File: src/rtl/dds_pkg.sv
// Shared constants and types for the DDS phase sequencer.
package dds_pkg;

  localparam int ACC_W_DEF = 16;
  localparam int ROM_AW    = 6;
  localparam logic [7:0] PEAK_MAG = 8'd255;

  // Quadrant codes taken from the top two accumulator bits.
  localparam logic [1:0] Q0 = 2'd0;
  localparam logic [1:0] Q1 = 2'd1;
  localparam logic [1:0] Q2 = 2'd2;
  localparam logic [1:0] Q3 = 2'd3;

  typedef enum logic [1:0] {
    IDLE     = 2'd0,
    RUN      = 2'd1,
    STOPPING = 2'd2
  } state_t;

endpackage

File: src/rtl/dds_sequencer_if.sv
// Configuration channel for the DDS sequencer.
// Handshake: a transfer happens on a rising clk edge where cfg_valid and
// cfg_ready are both 1; the master holds cfg_valid/cfg_fword/cfg_phase stable
// until that edge, and cfg_ready never depends combinationally on cfg_valid.
interface dds_sequencer_if #(parameter int ACC_W = 16) ();
  logic             cfg_valid;
  logic             cfg_ready;
  logic [ACC_W-1:0] cfg_fword;
  logic [ACC_W-1:0] cfg_phase;

  modport master (output cfg_valid, output cfg_fword, output cfg_phase, input cfg_ready);
  modport slave  (input cfg_valid, input cfg_fword, input cfg_phase, output cfg_ready);
endinterface

File: src/rtl/dds_phase_acc.sv
// Phase accumulator register: adder with carry out plus a load mux.
// carry reflects acc + fword for the current cycle and marks a wrap event.
module dds_phase_acc #(parameter int ACC_W = 16) (
  input  logic             clk,
  input  logic             rst_n,
  input  logic             load,
  input  logic [ACC_W-1:0] load_val,
  input  logic             step,
  input  logic [ACC_W-1:0] fword,
  input  logic [ACC_W-1:0] adj,
  output logic [ACC_W-1:0] acc,
  output logic             carry
);

  logic [ACC_W:0] sum_ext;

  // Unsigned add with the carry kept as the wrap indicator.
  always_comb begin
    sum_ext = {1'b0, acc} + {1'b0, fword};
    carry   = sum_ext[ACC_W];
  end

  // Load wins over step; adj carries the phase re-alignment on config apply.
  always_ff @(posedge clk or negedge rst_n) begin
    if (!rst_n) begin
      acc <= '0;
    end else if (load) begin
      acc <= load_val;
    end else if (step) begin
      acc <= sum_ext[ACC_W-1:0] + adj;
    end
  end

endmodule

File: src/rtl/dds_sequencer.sv
// DDS sequencer: start/stop FSM, wrap-synchronous config update and
// quadrant decode of the phase accumulator into ROM address/sign/peak.
module dds_sequencer
  import dds_pkg::*;
#(parameter int ACC_W = ACC_W_DEF)
(
  input  logic              clk,
  input  logic              rst_n,
  input  logic              start,
  input  logic              stop,
  dds_sequencer_if.slave    cfg,
  output logic [ROM_AW-1:0] rom_addr,
  output logic              peak_sel,
  output logic              sign,
  output logic [1:0]        quadrant,
  output logic              active,
  output logic              wrap,
  output state_t            state_dbg
);

  state_t           state;
  logic [ACC_W-1:0] acc;
  logic [ACC_W-1:0] fword;
  logic [ACC_W-1:0] phase;
  logic [ACC_W-1:0] pend_fword;
  logic [ACC_W-1:0] pend_phase;
  logic             pend_flag;
  logic             carry;

  logic             running;
  logic             hs;
  logic             zero_f;
  logic             resume;
  logic             apply;
  logic             go_idle;
  logic             acc_load;
  logic             acc_step;
  logic [ACC_W-1:0] acc_load_val;
  logic [ACC_W-1:0] acc_adj;
  logic [ROM_AW-1:0] idx;
  logic             unused_acc_low;

  // Control decisions for the coming edge. A pending config is applied at a
  // wrap, immediately when fword is zero (no wrap will ever come), or in IDLE.
  always_comb begin
    running      = (state != IDLE);
    hs           = cfg.cfg_valid & ~pend_flag;
    zero_f       = (fword == '0);
    resume       = start & ~stop;
    apply        = pend_flag & (~running | carry | zero_f);
    go_idle      = ((state == RUN) & stop & zero_f) |
                   ((state == STOPPING) & ~resume & (carry | zero_f));
    acc_load     = ~running | go_idle;
    acc_step     = running & ~go_idle;
    acc_load_val = (~running & hs) ? cfg.cfg_phase : (apply ? pend_phase : phase);
    acc_adj      = apply ? (pend_phase - phase) : '0;
  end

  dds_phase_acc #(.ACC_W(ACC_W)) u_acc (
    .clk      (clk),
    .rst_n    (rst_n),
    .load     (acc_load),
    .load_val (acc_load_val),
    .step     (acc_step),
    .fword    (fword),
    .adj      (acc_adj),
    .acc      (acc),
    .carry    (carry)
  );

  // FSM plus config holding registers and the registered wrap pulse.
  always_ff @(posedge clk or negedge rst_n) begin
    if (!rst_n) begin
      state      <= IDLE;
      fword      <= '0;
      phase      <= '0;
      pend_fword <= '0;
      pend_phase <= '0;
      pend_flag  <= 1'b0;
      wrap       <= 1'b0;
    end else begin
      wrap <= running & carry;
      if (apply) begin
        fword     <= pend_fword;
        phase     <= pend_phase;
        pend_flag <= 1'b0;
      end else if (~running & hs) begin
        fword <= cfg.cfg_fword;
        phase <= cfg.cfg_phase;
      end
      if (running & hs) begin
        pend_fword <= cfg.cfg_fword;
        pend_phase <= cfg.cfg_phase;
        pend_flag  <= 1'b1;
      end
      case (state)
        IDLE:     if (resume) state <= RUN;
        RUN:      if (stop) state <= zero_f ? IDLE : STOPPING;
        STOPPING: begin
          if (resume) state <= RUN;
          else if (carry | zero_f) state <= IDLE;
        end
        default:  state <= IDLE;
      endcase
    end
  end

  // Quadrant decode: odd quadrants run the ROM backwards, with index 0
  // there meaning the peak (address 64 does not exist in the ROM).
  always_comb begin
    quadrant = acc[ACC_W-1 -: 2];
    idx      = acc[ACC_W-3 -: ROM_AW];
    sign     = (quadrant == Q2) | (quadrant == Q3);
    if ((quadrant == Q1) | (quadrant == Q3)) begin
      rom_addr = ~idx + 6'd1;
      peak_sel = (idx == '0);
    end else begin
      rom_addr = idx;
      peak_sel = 1'b0;
    end
  end

  assign active         = running;
  assign cfg.cfg_ready  = ~pend_flag;
  assign state_dbg      = state;
  assign unused_acc_low = ^acc[ACC_W-9:0];

endmodule

File: src/flat_wrapper.sv
// flat-port wrapper written by rule: the top's interface ports become plain ports
module dds_sequencer_flat import dds_pkg::*;
#(parameter int ACC_W = ACC_W_DEF)
  (clk, rst_n, start, stop, rom_addr, peak_sel, sign, quadrant, active, wrap, state_dbg, cfg_cfg_valid, cfg_cfg_fword, cfg_cfg_phase, cfg_cfg_ready);
  dds_sequencer_if #(.ACC_W(ACC_W)) cfg_i ();
  input  logic clk;
  input  logic rst_n;
  input  logic start;
  input  logic stop;
  output logic [ROM_AW-1:0] rom_addr;
  output logic peak_sel;
  output logic sign;
  output logic [1:0] quadrant;
  output logic active;
  output logic wrap;
  output state_t state_dbg;
  input wire logic [$bits(cfg_i.cfg_valid)-1:0] cfg_cfg_valid;
  input wire logic [$bits(cfg_i.cfg_fword)-1:0] cfg_cfg_fword;
  input wire logic [$bits(cfg_i.cfg_phase)-1:0] cfg_cfg_phase;
  output wire logic [$bits(cfg_i.cfg_ready)-1:0] cfg_cfg_ready;
  assign cfg_i.cfg_valid = cfg_cfg_valid;
  assign cfg_i.cfg_fword = cfg_cfg_fword;
  assign cfg_i.cfg_phase = cfg_cfg_phase;
  assign cfg_cfg_ready = cfg_i.cfg_ready;
  dds_sequencer #(.ACC_W(ACC_W)) u_core (.clk(clk), .rst_n(rst_n), .start(start), .stop(stop), .cfg(cfg_i), .rom_addr(rom_addr), .peak_sel(peak_sel), .sign(sign), .quadrant(quadrant), .active(active), .wrap(wrap), .state_dbg(state_dbg));
endmodule
File: config.mk
export PLATFORM = sky130hd
export DESIGN_NAME = dds_sequencer_flat
export DESIGN_NICKNAME = d
export VERILOG_FILES = /design/src/rtl/dds_pkg.sv /design/src/rtl/dds_sequencer_if.sv /design/src/rtl/dds_phase_acc.sv /design/src/rtl/dds_sequencer.sv /design/src/flat_wrapper.sv
export SDC_FILE = /design/constraint.sdc
export NUM_CORES = 1
export LEC_CHECK = 0
export CORE_MARGIN = 2
export CORE_UTILIZATION = 53
export DETAILED_ROUTE_END_ITERATION = 7
export PLACE_DENSITY = 0.77
export SLEW_MARGIN = 40
export SYNTH_ARGS = -nofsm -noshare
export SYNTH_HDL_FRONTEND = slang
export SYNTH_SLANG_ARGS = --single-unit
File: constraint.sdc
create_clock -name clk -period 4.7 [get_ports clk]
set_input_delay 0.94 -clock clk [delete_from_list [all_inputs] [get_ports clk]]
set_output_delay 0.94 -clock clk [all_outputs]
set_load 0.05 [all_outputs]
==> results of run 1 <==
## routing by layer
metal  routed length (um)  global-route usage (%)  up-vias
li1                     -                       -     2302
met1                 5880                    30.7     2312
met2                 6370                    42.0      102
met3                  555                    3.57       28
met4                  431                    12.8        0
met5                    0                       0        -
## cells by family after synthesis
logic type | after synthesis | synth area share, %
compound gates | 145 | 17.6
simple gates | 206 | 16.8
mux | 35 | 6.91
flops | 84 | 37.1
buf+inv | 59 | 4.51
xor+xnor | 35 | 5.65
fa+ha+maj | 50 | 11.4
## critical path, delay by kind of cell (launching register included)
kind / cells / cell delay (ps)
AOI/OAI and AO/OA: 9 / 2170
xor gates and xnor gates: 1 / 240
adders and majority gates: 3 / 720
buffers and inverters: 3 / 330
DFF: 1 / 400
and+or+nand+nor: 5 / 510
## state kept, by name, indices dropped and copies added, names as in the netlist
register           flops
u_core.fword          16
u_core.pend_flag       1
u_core.pend_fword     16
u_core.pend_phase     16
u_core.phase          16
u_core.state_dbg       2
u_core.u_acc.acc      16
u_core.wrap            1
## per-stage QoR
| stage | setup slack, ps | utilization [%] | hold slack, ps |
|---|---|---|---|
| floorplan | 203 | - | 459 |
| global placement | 259 | 60.7 | 480 |
| detailed placement | 54.4 | 60.8 | 485 |
| CTS | 19.3 | 62.4 | 506 |
| global route | -13.4 | 63.5 | 531 |
| finish | 241 | 63.5 | 503 |
## timing repair
| action | in CTS | in global routing |
|---|---|---|
| setup endpoints to repair | 0 | 5 |
| gates resized for setup | 0 | 17 |
| hold endpoints to repair | 0 | 0 |
| hold buffers | 0 | 0 |
| buffers inserted | 0 | 5 |
## Yosys cell counts (all sizes together), types with 3 or more instances
library cell,n
nand2,85
dfrtp,84
nor2,53
ha,47
inv,36
mux2,33
a22oi,29
o21ai,27
a21oi,26
xnor2,18
xor2,16
a31oi,15
buf,12
clkbuf,11
nor3,11
nand3,10
a21o,9
nand2b,8
nor2b,7
o21a,7
o31a,6
nand4,5
a211oi,4
nor4,4
a221o,3
and2,3
and3,3
fa,3
nand3b,3
or2,3
or3,3
## path summary, 6_finish.rpt
| kind | slack (ps) | start | to | cells after the start |
|---|---|---|---|---|
| worst max-delay path | 240 | u_core.fword[0] | u_core.u_acc.acc[15] | 21 |
| worst min-delay path | 500 | u_core.pend_fword[3] | u_core.fword[3] | 2 |
| worst max register to register | 240 | u_core.fword[0] | u_core.u_acc.acc[15] | 21 |
| worst min register to register | 500 | u_core.pend_fword[3] | u_core.fword[3] | 2 |
| max in group asynchronous | 3620 | rst_n | u_core.pend_phase[9] | 1 |
| min in group asynchronous | 580 | rst_n | u_core.pend_fword[11] | 1 |
## cell usage in the layout, fill, tap and decap left out, types with 10 or more instances in the layout
master           synthesis  final
a22oi_1                 29     29
nand2_1                 85     84
mux2_2                  33     33
inv_1                   36     36
clkdlybuf4s50_1          0     50
nor2_1                  53     50
clkbuf_8                 0     11
o21ai_0                 20     19
nor3_1                  10     10
a21oi_1                 25     23
xnor2_1                 18     18
dfrtp_1                 84     84
a31oi_1                 15     13
buf_4                    5     13
xor2_1                  16     16
ha_1                    47     44
nand3_1                 10     10
## area by class of cell
cell class / instances / share of cell area [%]
Inverter: 36 / 2.05
Sequential cell: 84 / 31.9
Tap cell: 136 / 2.59
Clock inverter: 4 / 0.399
Clock buffer: 10 / 2.09
Timing Repair Buffer: 64 / 9.30
Multi-Input combinational cell: 471 / 51.6
==> results.yml, run 1 <==
clock_network:
  cts_tree: "yes"
  clk_path_buf_depth: 2
  htree_num_levels: 3
  clk_pin_slew_ps: 90
  root_buffer: "clkbuf_8"
  clock_sinks: 84
  clk_latency_ps: 380
  cts_buffers: 9
synthesis:
  ys.flop_type: "dfrtp_1"
  synth_cell_types: 61
  yosys.area.top_type: "dfrtp_1"
  ys_warn_count: 0
  syn_nets: 701
  synth_top_area_share_pct: 37.1
  ys_top_cells_by_area: "dfrtp_1 (37%), ha_1 (10%), mux2_2 (6.6%), nand2_1 (5.6%), a22oi_1 (3.8%)"
  synth_edf_count: 0
  ys_seq_area_share_pct: 37.1
  netlist_instances: 614
  async_flop_share_pct: 100
  synth_area_um2: 5670
  syn_area_per_cell_um2: 9.23
  ys_ff_latch: 84
die:
  start_util_pct: 54.6
  dieHeight_um: 107
  io_pins: 52
  coreArea_um2: 10400
  die_area_um2: 11500
  fp.dieW_um: 107
  row_count: 37
timing:
  setup_violations: 0
  worstMarginPinSlew_ps: 663
  fin_crit_ps: 4460
  finalHoldViolCount: 0
  slew_viol_final: 0
  fin_crit_sh_pct: 94.9
  fmax_mhz: 224
  clock_skew_ps: 16.5
  slew_headroom_pct: 55.8
  finalSetupTns_ps: 0
global_route:
  gr-total-overflow: 0
  grt_start_max_net_pins: 85
  antenna_found_initial: 0
  grt_pass1_wl_um: 22400
  grt_pass1_vias: 4792
  grtUsageTotal_pct: 24.8
status:
  status: "finished clean"
route:
  drcViolationCount: 0
  ant_nets: 0
  wl_um: 13200
  drt_iter0_markers: 266
  routedWlPerCell_um: 16.5
  drt_pass1_iterations: 5
  avgViaCountPerCell: 5.89
  num_vias: 4744
setup_path:
  start_kind: "register"
  slowest_delay_ps: 400
  path_cells: "ha_1, inv_1, fa_2, nor2b_2, o31a_1, o2111ai_2, a21oi_2, o31a_1, nand2_2, inv_1, ha_1, a21oi_2, o211ai_1, o41ai_2, buf_4, nor3_1, o31a_1, nor2_1, xnor3_1, and3_1, o31a_1"
  cpMostUsedCell: "o31a_1"
  critPathMaxFanout: 5
  endpoint_kind: "register"
  cp_slowest_cell: "dfrtp_1"
  worstSetupPathType: "register to register"
  critPathRequiredTime_ps: 4960
  cp.arrival_ps: 4720
layout:
  multi_input_area_um2: 3400
  regArea_um2: 2100
  layout-drive-gt1-share_pct: 13.5
  area_growth_pct: 16.1
  nets: 753
  fin_area_um2: 6580
  fin_cells: 805
  n_antenna_cell: 0
  fill_cells: 871
placement:
  place_hpwl_um: 9900
  dpl.cell_count: 786
  postPlaceCellArea_um2: 6310
  gp_congestion: 0.899
  io_buffers: 51
min_path:
  hp-class: "register to register"
run:
  cap_viol_max_count: 0
Power of run 1 is left out: the tool's default activity adds up to more than one toggle a clock period on the data nets, which glitch-free logic cannot reach.
==> run 2, diff against run 1 <==
--- a/config.mk
+++ b/config.mk
@@ -8,6 +8,7 @@
 export CORE_MARGIN = 2
 export CORE_UTILIZATION = 53
 export DETAILED_ROUTE_END_ITERATION = 7
+export GPL_TIMING_DRIVEN = 0
 export PLACE_DENSITY = 0.77
 export SLEW_MARGIN = 40
 export SYNTH_ARGS = -nofsm -noshare
==> run 2 against run 1 <==
  * Die area is the same
  * Flip-flop and latch count did not move
  * Final area up 3.7%
  * Via count grew 5.0%
  * Largest cell class unchanged
  * Critical path type unchanged
  * Cell count rose by 3.5%
  * Sequential share of layout area shrank 1.1 points
  * Critical path depth did not move
  * Clock-buffer cell count down 1
  * Utilization is 2.4 points higher
  * Non-clock buffer count increased by 26
==> results.yml, run 2 (synthesized netlist as in run 1, its figures left out) <==
layout:
  area_growth_pct: 20.5
  fin_cells: 833
  nets: 779
  final_cell_mix: "nand2_1 (84), dfrtp_1 (84), nor2_1 (53), clkdlybuf4s50_1 (50), ha_1 (43)"
  layout-drive-gt1-share_pct: 15.9
  fill_cells: 834
  n_antenna_cell: 0
global_route:
  grt_pass1_vias: 4894
  grt_pass1_wl_um: 23400
  antenna_found_initial: 0
  gr-total-overflow: 0
  grt_start_max_net_pins: 56
  grtUsageTotal_pct: 26.4
setup_path:
  critPathMaxFanout: 11
  critPathRequiredTime_ps: 4970
  crit_family: "compound AO/OA/AOI/OAI gates"
  rrSetupSlack_ps: 190
  reg2reg_depth: 21
  regToRegStartpoint: "u_core.fword[0]"
  start_kind: "register"
  worstSetupPathType: "register to register"
  endpoint_kind: "register"
  slowest_delay_ps: 400
  cp.arrival_ps: 4780
  cp_slowest_cell: "dfrtp_1"
  cpMostUsedCell: "o31a_1"
  path_cells: "ha_2, inv_2, fa_2, nor2b_2, o31a_1, o2111ai_4, a21oi_4, o31a_1, buf_6, nand2_4, inv_1, ha_1, a21oi_2, o211ai_1, o41ai_4, nor3_2, o31a_1, nor2_1, xnor3_1, and3_1, o31a_1"
  r2r_end: "u_core.u_acc.acc[15]"
  worst-path-buf-inv: 3
clock_network:
  clock_sinks: 84
  htree_num_levels: 3
  cts_buffers: 9
  clk_latency_ps: 390
  clk_pin_slew_ps: 110
  root_buffer: "clkbuf_8"
  cts_tree: "yes"
  clk_path_buf_depth: 2
placement:
  gp_congestion: 0.988
  place_hpwl_um: 10900
  io_buffers: 51
  dpl_worst_slack_ps: -775
  dpl.cell_count: 802
timing:
  worstMarginPinSlew_ps: 910
  fmax_mhz: 222
  fin_ws_ps: 195
  finalHoldViolCount: 0
  slew_viol_final: 0
  fin_crit_ps: 4510
  setup_violations: 0
  fin_crit_sh_pct: 95.9
  clock_skew_ps: 18.6
  slew_headroom_pct: 39.1
  finalSetupTns_ps: 0
route:
  drcViolationCount: 0
  avgViaCountPerCell: 5.98
  ant_nets: 0
  wl_um: 14800
  drt_pass1_iterations: 6
  num_vias: 4982
  routedWlPerCell_um: 17.8
  drt_iter0_markers: 295
die:
  start_util_pct: 54.6
  die_area_um2: 11500
  fp.dieW_um: 107
  row_count: 37
  coreArea_um2: 10400
  dieHeight_um: 107
  io_pins: 52
min_path:
  hp-class: "primary input to asynchronous set/reset pin"
run:
  cap_viol_max_count: 0
status:
  status: "finished clean"
## run 2: how the worst max path moves through the flow
stage / start / to / slack [ps] / cells after the start
after global placement: u_core.fword[0] / u_core.u_acc.acc[15] / -680 / 22
after detailed placement: u_core.fword[0] / u_core.u_acc.acc[15] / -780 / 22
after CTS: u_core.fword[0] / u_core.u_acc.acc[15] / 5 / 22
after global routing: u_core.fword[0] / u_core.u_acc.acc[15] / -10 / 21
after floorplan: u_core.fword[0] / u_core.u_acc.acc[15] / 200 / 22
final: u_core.fword[0] / u_core.u_acc.acc[15] / 190 / 21
## run 2: repair_timing
action                                 4_1_cts  5_1_grt
gates cloned                                 0        0
endpoints found under the hold margin        0        0
hold buffers                                 0        0
gates resized for setup                     12       25
setup endpoints to repair                    8        7
pin swaps                                    5       16
buffers inserted                             8        8
## run 2: final cells by class
cell class	instances	area, um^2	share of cell area, %
repair buffers	68	659	9.66
plain buffers	22	124	1.82
inverters	36	135	1.98
flip-flops and latches	84	2100	30.8
clock buffers	9	124	1.82
well taps	136	170	2.49
clock inverters	7	76.3	1.12
multi-input cells	471	3430	50.3
## run 2: through the flow
step | cell area (um^2) | util [%] | hold slack [ps]
detailed placement | 6370 | 61.5 | 485
global route | 6820 | 65.8 | 428
floorplan | 5670 | - | 459
CTS | 6680 | 64.4 | 422
global placement | 6350 | 61.2 | 472
finish | 6820 | 65.8 | 413
## run 2: per-layer routing
| metal | vias to the layer above | share of wire (%) | routed length [um] | GRT usage (%) |
|---|---|---|---|---|
| met4 | 0 | 4.7 | 694 | 14.7 |
| li1 | 2346 | - | - | - |
| met3 | 50 | 6.0 | 885 | 4.24 |
| met1 | 2399 | 42 | 6220 | 32.5 |
| met2 | 187 | 47 | 7040 | 44.2 |
| met5 | - | 0 | 0 | 0 |
Power of run 2 is left out for the same reason.
==> run 3, diff against run 2 <==
--- a/config.mk
+++ b/config.mk
@@ -5,6 +5,7 @@
 export SDC_FILE = /design/constraint.sdc
 export NUM_CORES = 1
 export LEC_CHECK = 0
+export ABC_CLOCK_PERIOD_IN_PS = 4700
 export CORE_MARGIN = 2
 export CORE_UTILIZATION = 53
 export DETAILED_ROUTE_END_ITERATION = 7
==> results of run 3 <==
The final DEF is identical to that of run 2; final timing and power are the same.
Power of run 3 is left out for the same reason.
